File: config.mk
export PLATFORM = sky130hd
export DESIGN_NAME = gshare_bp
export DESIGN_NICKNAME = d
export VERILOG_FILES = /design/src/rtl/gshare_bp_pkg.sv /design/src/rtl/bp_sat_cnt.sv /design/src/rtl/gshare_bp.sv
export SDC_FILE = /design/constraint.sdc
export NUM_CORES = 1
export LEC_CHECK = 0
export BUFFER_PORTS_ARGS = -buffer_cell sky130_fd_sc_hd__buf_2
export CAP_MARGIN = 20
export CELL_PAD_IN_SITES_DETAIL_PLACEMENT = 0
export CELL_PAD_IN_SITES_GLOBAL_PLACEMENT = 2
export CORE_MARGIN = 8
export CORE_UTILIZATION = 49
export CTS_BUF_LIST = sky130_fd_sc_hd__clkbuf_16
export CTS_CLUSTER_SIZE = 25
export DETAILED_ROUTE_END_ITERATION = 16
export HOLD_SLACK_MARGIN = 0.02
export PLACE_DENSITY_LB_ADDON = 0.12
export SLEW_MARGIN = 25
export SYNTH_ARGS = -nofsm -noshare
export SYNTH_HDL_FRONTEND = slang
export SYNTH_SLANG_ARGS = --single-unit
File: constraint.sdc
create_clock -name clk -period 16.45 [get_ports clk]
set_input_delay 4.935 -clock clk [delete_from_list [all_inputs] [get_ports clk]]
set_output_delay 4.935 -clock clk [all_outputs]
set_load 0.005 [all_outputs]
File: src/rtl/gshare_bp_pkg.sv
// Shared constants for the gshare branch predictor: default geometry,
// boolean aliases and the reset value of a saturating counter.
package gshare_bp_pkg;
    localparam logic TRUE  = 1'b1;
    localparam logic FALSE = 1'b0;

    localparam int BP_TAG_WIDTH  = 8;
    localparam int BP_CNT_WIDTH  = 2;
    localparam int BP_GHR_WIDTH  = 6;
    localparam int BP_TABLE_SIZE = 1 << BP_TAG_WIDTH;

    // Weakly not-taken: the largest value whose MSB is still 0.
    function automatic int bp_cnt_init(input int w);
        return (1 << (w - 1)) - 1;
    endfunction
endpackage

File: src/rtl/bp_sat_cnt.sv
// Combinational saturating up/down counter step used on the commit path.
module bp_sat_cnt
    import gshare_bp_pkg::*;
#(
    parameter int CNT_WIDTH = BP_CNT_WIDTH
) (
    input  logic [CNT_WIDTH-1:0] cur,
    input  logic                 inc,
    output logic [CNT_WIDTH-1:0] nxt
);
    always_comb begin
        nxt = cur;
        if (inc) begin
            if (cur != {CNT_WIDTH{1'b1}}) nxt = cur + 1'b1;
        end else begin
            if (cur != {CNT_WIDTH{1'b0}}) nxt = cur - 1'b1;
        end
    end
endmodule

File: src/rtl/gshare_bp.sv
// gshare predictor: counter table indexed by tag ^ GHR, speculative GHR with
// mispredict repair. Define BP_STATS_EN to add commit/mispredict counters.
module gshare_bp
    import gshare_bp_pkg::*;
#(
    parameter int TAG_WIDTH = BP_TAG_WIDTH,
    parameter int CNT_WIDTH = BP_CNT_WIDTH,
    parameter int GHR_WIDTH = BP_GHR_WIDTH
) (
    input  logic                 clk,
    input  logic                 rst,
    input  logic                 rdy,
    input  logic                 in_fetcher_ce,
    input  logic [TAG_WIDTH-1:0] in_fetcher_tag,
    output logic                 out_fetcher_jump_ce,
    output logic [GHR_WIDTH-1:0] out_fetcher_ghr,
    input  logic                 in_rob_bp_ce,
    input  logic [TAG_WIDTH-1:0] in_rob_tag,
    input  logic [GHR_WIDTH-1:0] in_rob_ghr,
    input  logic                 in_rob_jump_ce,
    input  logic                 in_rob_mispredict
`ifdef BP_STATS_EN
    ,
    output logic [31:0]          out_stat_commit_cnt,
    output logic [31:0]          out_stat_mispredict_cnt
`endif
);
    localparam int DEPTH = 1 << TAG_WIDTH;
    localparam logic [CNT_WIDTH-1:0] CNT_INIT = CNT_WIDTH'(bp_cnt_init(CNT_WIDTH));

    logic [CNT_WIDTH-1:0] table_q [DEPTH];
    logic [GHR_WIDTH-1:0] ghr_q, ghr_d;
    logic [GHR_WIDTH-1:0] ghr_spec, ghr_fix;
    logic [TAG_WIDTH-1:0] rd_idx, wr_idx;
    logic [CNT_WIDTH-1:0] cnt_nxt;

    assign rd_idx = in_fetcher_tag ^ TAG_WIDTH'(ghr_q);
    assign wr_idx = in_rob_tag ^ TAG_WIDTH'(in_rob_ghr);

    // Read is pre-update: a same-cycle commit to rd_idx is not bypassed.
    assign out_fetcher_jump_ce = table_q[rd_idx][CNT_WIDTH-1];
    assign out_fetcher_ghr     = ghr_q;

    bp_sat_cnt #(.CNT_WIDTH(CNT_WIDTH)) u_sat (
        .cur (table_q[wr_idx]),
        .inc (in_rob_jump_ce),
        .nxt (cnt_nxt)
    );

    generate
        if (GHR_WIDTH == 1) begin : g_ghr1
            assign ghr_spec = out_fetcher_jump_ce;
            assign ghr_fix  = in_rob_jump_ce;
        end else begin : g_ghrn
            assign ghr_spec = {ghr_q[GHR_WIDTH-2:0], out_fetcher_jump_ce};
            assign ghr_fix  = {in_rob_ghr[GHR_WIDTH-2:0], in_rob_jump_ce};
        end
    endgenerate

    // Repair wins over a same-cycle fetch, which is on the wrong path.
    always_comb begin
        ghr_d = ghr_q;
        if (in_rob_bp_ce && in_rob_mispredict) ghr_d = ghr_fix;
        else if (in_fetcher_ce)                ghr_d = ghr_spec;
    end

    always_ff @(posedge clk) begin
        if (!rst) begin
            for (int i = 0; i < DEPTH; i++) table_q[i] <= CNT_INIT;
            ghr_q <= '0;
        end else if (rdy) begin
            ghr_q <= ghr_d;
            if (in_rob_bp_ce) table_q[wr_idx] <= cnt_nxt;
        end
    end

`ifdef BP_STATS_EN
    logic [31:0] commit_cnt_q, mispredict_cnt_q;

    always_ff @(posedge clk) begin
        if (!rst) begin
            commit_cnt_q     <= '0;
            mispredict_cnt_q <= '0;
        end else if (rdy && in_rob_bp_ce) begin
            if (commit_cnt_q != 32'hFFFF_FFFF) commit_cnt_q <= commit_cnt_q + 32'd1;
            if (in_rob_mispredict && mispredict_cnt_q != 32'hFFFF_FFFF)
                mispredict_cnt_q <= mispredict_cnt_q + 32'd1;
        end
    end

    assign out_stat_commit_cnt     = commit_cnt_q;
    assign out_stat_mispredict_cnt = mispredict_cnt_q;
`endif
endmodule

==> metrics.yaml <==
run_status:
  status: "complete, no violations"
power_and_ir_drop:
  irDropWorstVdd_v: 0.00007816
  leakage_nw: 8.336
  power_density_mw_per_mm2: 108.1
  intPower_mw: 2.337
  p_total_mw: 3.304
  seq_power_share_pct: 45.1
  clockPowerShare_pct: 37.5
  p_sw_share_pct: 29.27
  power.share.combinational_pct: 17.4
  p_sw_uw: 967.3
sta:
  period_minus_slack_ns: 13.64
  slew_headroom_pct: 27.01
  worstMarginPinSlew_ns: 1.095
  period_share_pct: 82.93
  fmaxAchievable_ghz: 0.07331
  setup_viol: 0
  report.final.slew_viol_count: 0
  rsz0062_at_grt: "no"
  setup_tns_ns: 0
  skew_ns: 0.02454
  finalHoldViolCount: 0
routing:
  drc_errors: 0
  viasPerCell: 6.918
  num_vias: 19759
  finalWirelength_um: 92990
  postRouteAntennaNets: 0
  drt_iter0_markers: 2535
  wl_per_cell_um: 32.56
  drtPass1Iterations: 7
setup_path:
  ff2ff_path_depth: 10
  cp.arrival_ns: 8.71
  cp_data_required_time_ns: 11.51
  critPathKind: "in2out"
  r2r-start: "table_q[14][1]$_SDFFCE_PN0P_"
  path_max_fanout: 32
  ff2ff_setup_slack_ns: 11.19
  critPathMaxStageDelay_ns: 0.64
  worst_setup_path_start_kind: "primary input"
  worstSetupEndpointType: "output pin"
  slowest_stage: "buf_4"
  cp_cell_sequence: "buf_2 > xor2_4 > buf_4 > mux4_2 > a22o_1 > a221oi_1 > mux2i_1 > mux4_2 > mux2_2 > buf_2"
  r2r-end: "table_q[255][0]$_SDFFCE_PN1P_"
min_path:
  hp-start: "out_fetcher_ghr[5]$_SDFFE_PN0P_"
  hold_class: "reg2reg"
  holdPathStages: 1
  min_to: "out_fetcher_ghr[5]$_SDFFE_PN0P_"
cells_and_area:
  multi_input_area_sq_mm: 0.01156
  post_layout_nonfiller_instances: 2856
  final_area_sq_mm: 0.03056
  regArea_sq_mm: 0.01549
  drive_above_1_share_pct: 29.62
  fillerInstances: 4703
  finalNetCount: 2087
  diodes: 0
  area_growth_pct: 8.917
placed_design:
  place_inst: 2756
  portBuffers: 35
  gp_congestion: 0.8470
  dpl-instance-area_sq_mm: 0.02878
  dp_hpwl_um: 54190
logic_synthesis:
  ys_warn_count: 0
  synthCells: 2148
  synthFlopType: "edfxtp_1"
  synth_cell_type_count: 37
  synth-seq-cells: 518
  syn_nets: 2177
  synth_edf_count: 512
  synth_most_common_cell: "edfxtp_1"
  synth_top_cell_by_area: "edfxtp_1"
  async_reset_ff_share_pct: 0
  syn_area_per_cell_sq_um: 13.06
  synth_area_leaders: "edfxtp_1 (55%), mux4_2 (16%), nor3_2 (6.8%)"
  synth_top_cell_area_share_pct: 54.79
  synth_area_sq_mm: 0.02806
  ys_top_cells_by_count: "edfxtp_1 (512), nand3_1 (274), nand2_1 (223)"
  seq_area_frac_synth_pct: 55.22
global_route:
  busiest_layer: "met2"
  grt_overflow_total: 0
  antenna_found_initial: 1
  grt_pass1_wl_um: 135600
  grt_pass1_vias: 19393
  use_met3_pct: 7.136
  grt_usage_pct: 27.96
  grt_max_degree: 131
  grtUsageMet2_pct: 42.59
  grt_util_met1_pct: 38.60
cts:
  cts.sinks: 518
  tritoncts: "built"
  clk_path_buf_depth: 3
  clock-root-buffer: "clkbuf_16"
  numCtsBuffers: 55
  h-tree-depth: 2
  cts_hold_buf: 0
  insertion_delay_ns: 0.63
  cts.clk_slew.worst_paths_ns: 0.06
  postCtsSetupBuffers: 0
  cts_resized: 0
die:
  die_w_um: 255.3
  fp.dieArea_sq_mm: 0.06518
  start_util_pct: 49.67
  placementRows: 87
  die_h_um: 255.3
  core-area_sq_mm: 0.05650
  pin_count: 36
flow_run:
  drv_cap: 0
[worst max-delay path: cells and delay by family]
family                 cells  cell delay (ns)
AO/OA/AOI/OAI              2             0.62
XOR/XNOR                   1             0.48
buffers and inverters      3             0.91
multiplexers               4             1.73
[layer usage]
layer	wire length, um	part of all wire [%]
met5	0	0
met2	42130	45
met1	37570	40
met4	3701	4.0
met3	9590	10
[logic make-up after synthesis]
kind of cell / synth area share [%]
fa+ha+maj: 0.08025
simple gates: 17.09
buf+inv: 4.615
flops: 55.22
xor+xnor: 0.6510
compound gates: 6.412
mux: 15.93
[layout by cell type, fill, tap and decap left out, drive strengths merged, types with 16 or more instances in the layout]
cell    instances
nand3         274
nor3          230
nand2         223
a22o           16
a22oi          16
buf           112
nor2           90
clkbuf         56
clkinv         23
mux4          194
a221oi         17
a41oi          21
edfxtp        512
o21ai         212
[registers in the layout, summed over array words and instances (netlist names)]
name             count
out_fetcher_ghr      6
table_q            512
[stage by stage]
stage / hold slack, ns / util (%) / worst slack (ns)
after floorplan: 0.5350 / - / 4.035
after global placement: 0.5351 / 50.90 / 2.839
after detailed placement: 0.5434 / 50.94 / 2.834
after CTS: 0.5598 / 54.04 / 2.812
after global routing: 0.5743 / 54.10 / 2.634
final: 0.5587 / 54.10 / 2.809
[worst max-delay path by stage]
stage                                 start                   to
after floorplan           in_fetcher_tag[0]  out_fetcher_jump_ce
after global placement    in_fetcher_tag[0]  out_fetcher_jump_ce
after detailed placement  in_fetcher_tag[0]  out_fetcher_jump_ce
after CTS                 in_fetcher_tag[0]  out_fetcher_jump_ce
after global routing      in_fetcher_tag[0]  out_fetcher_jump_ce
final                     in_fetcher_tag[0]  out_fetcher_jump_ce
[power groups by stage]
stage	Combinational [mW]	Sequential (mW)	Clock [mW]
finish	0.576	1.49	1.24
detailed placement	0.570	1.52	0
CTS	0.571	1.49	1.25
floorplan	0.429	1.51	0
global route	0.607	1.49	1.30
global placement	0.567	1.52	0
[final cells by class]
| cell class | instances | area share (%) |
|---|---|---|
| clock inverter | 43 | 1.150 |
| timing repair buffer | 112 | 2.620 |
| inverter | 2 | 0.02456 |
| multi-input combinational | 1369 | 37.83 |
| sequential | 518 | 50.70 |
| clock buffer | 56 | 4.585 |
| tap | 756 | 3.095 |
Note: power is estimated with default switching activity, not from simulation.
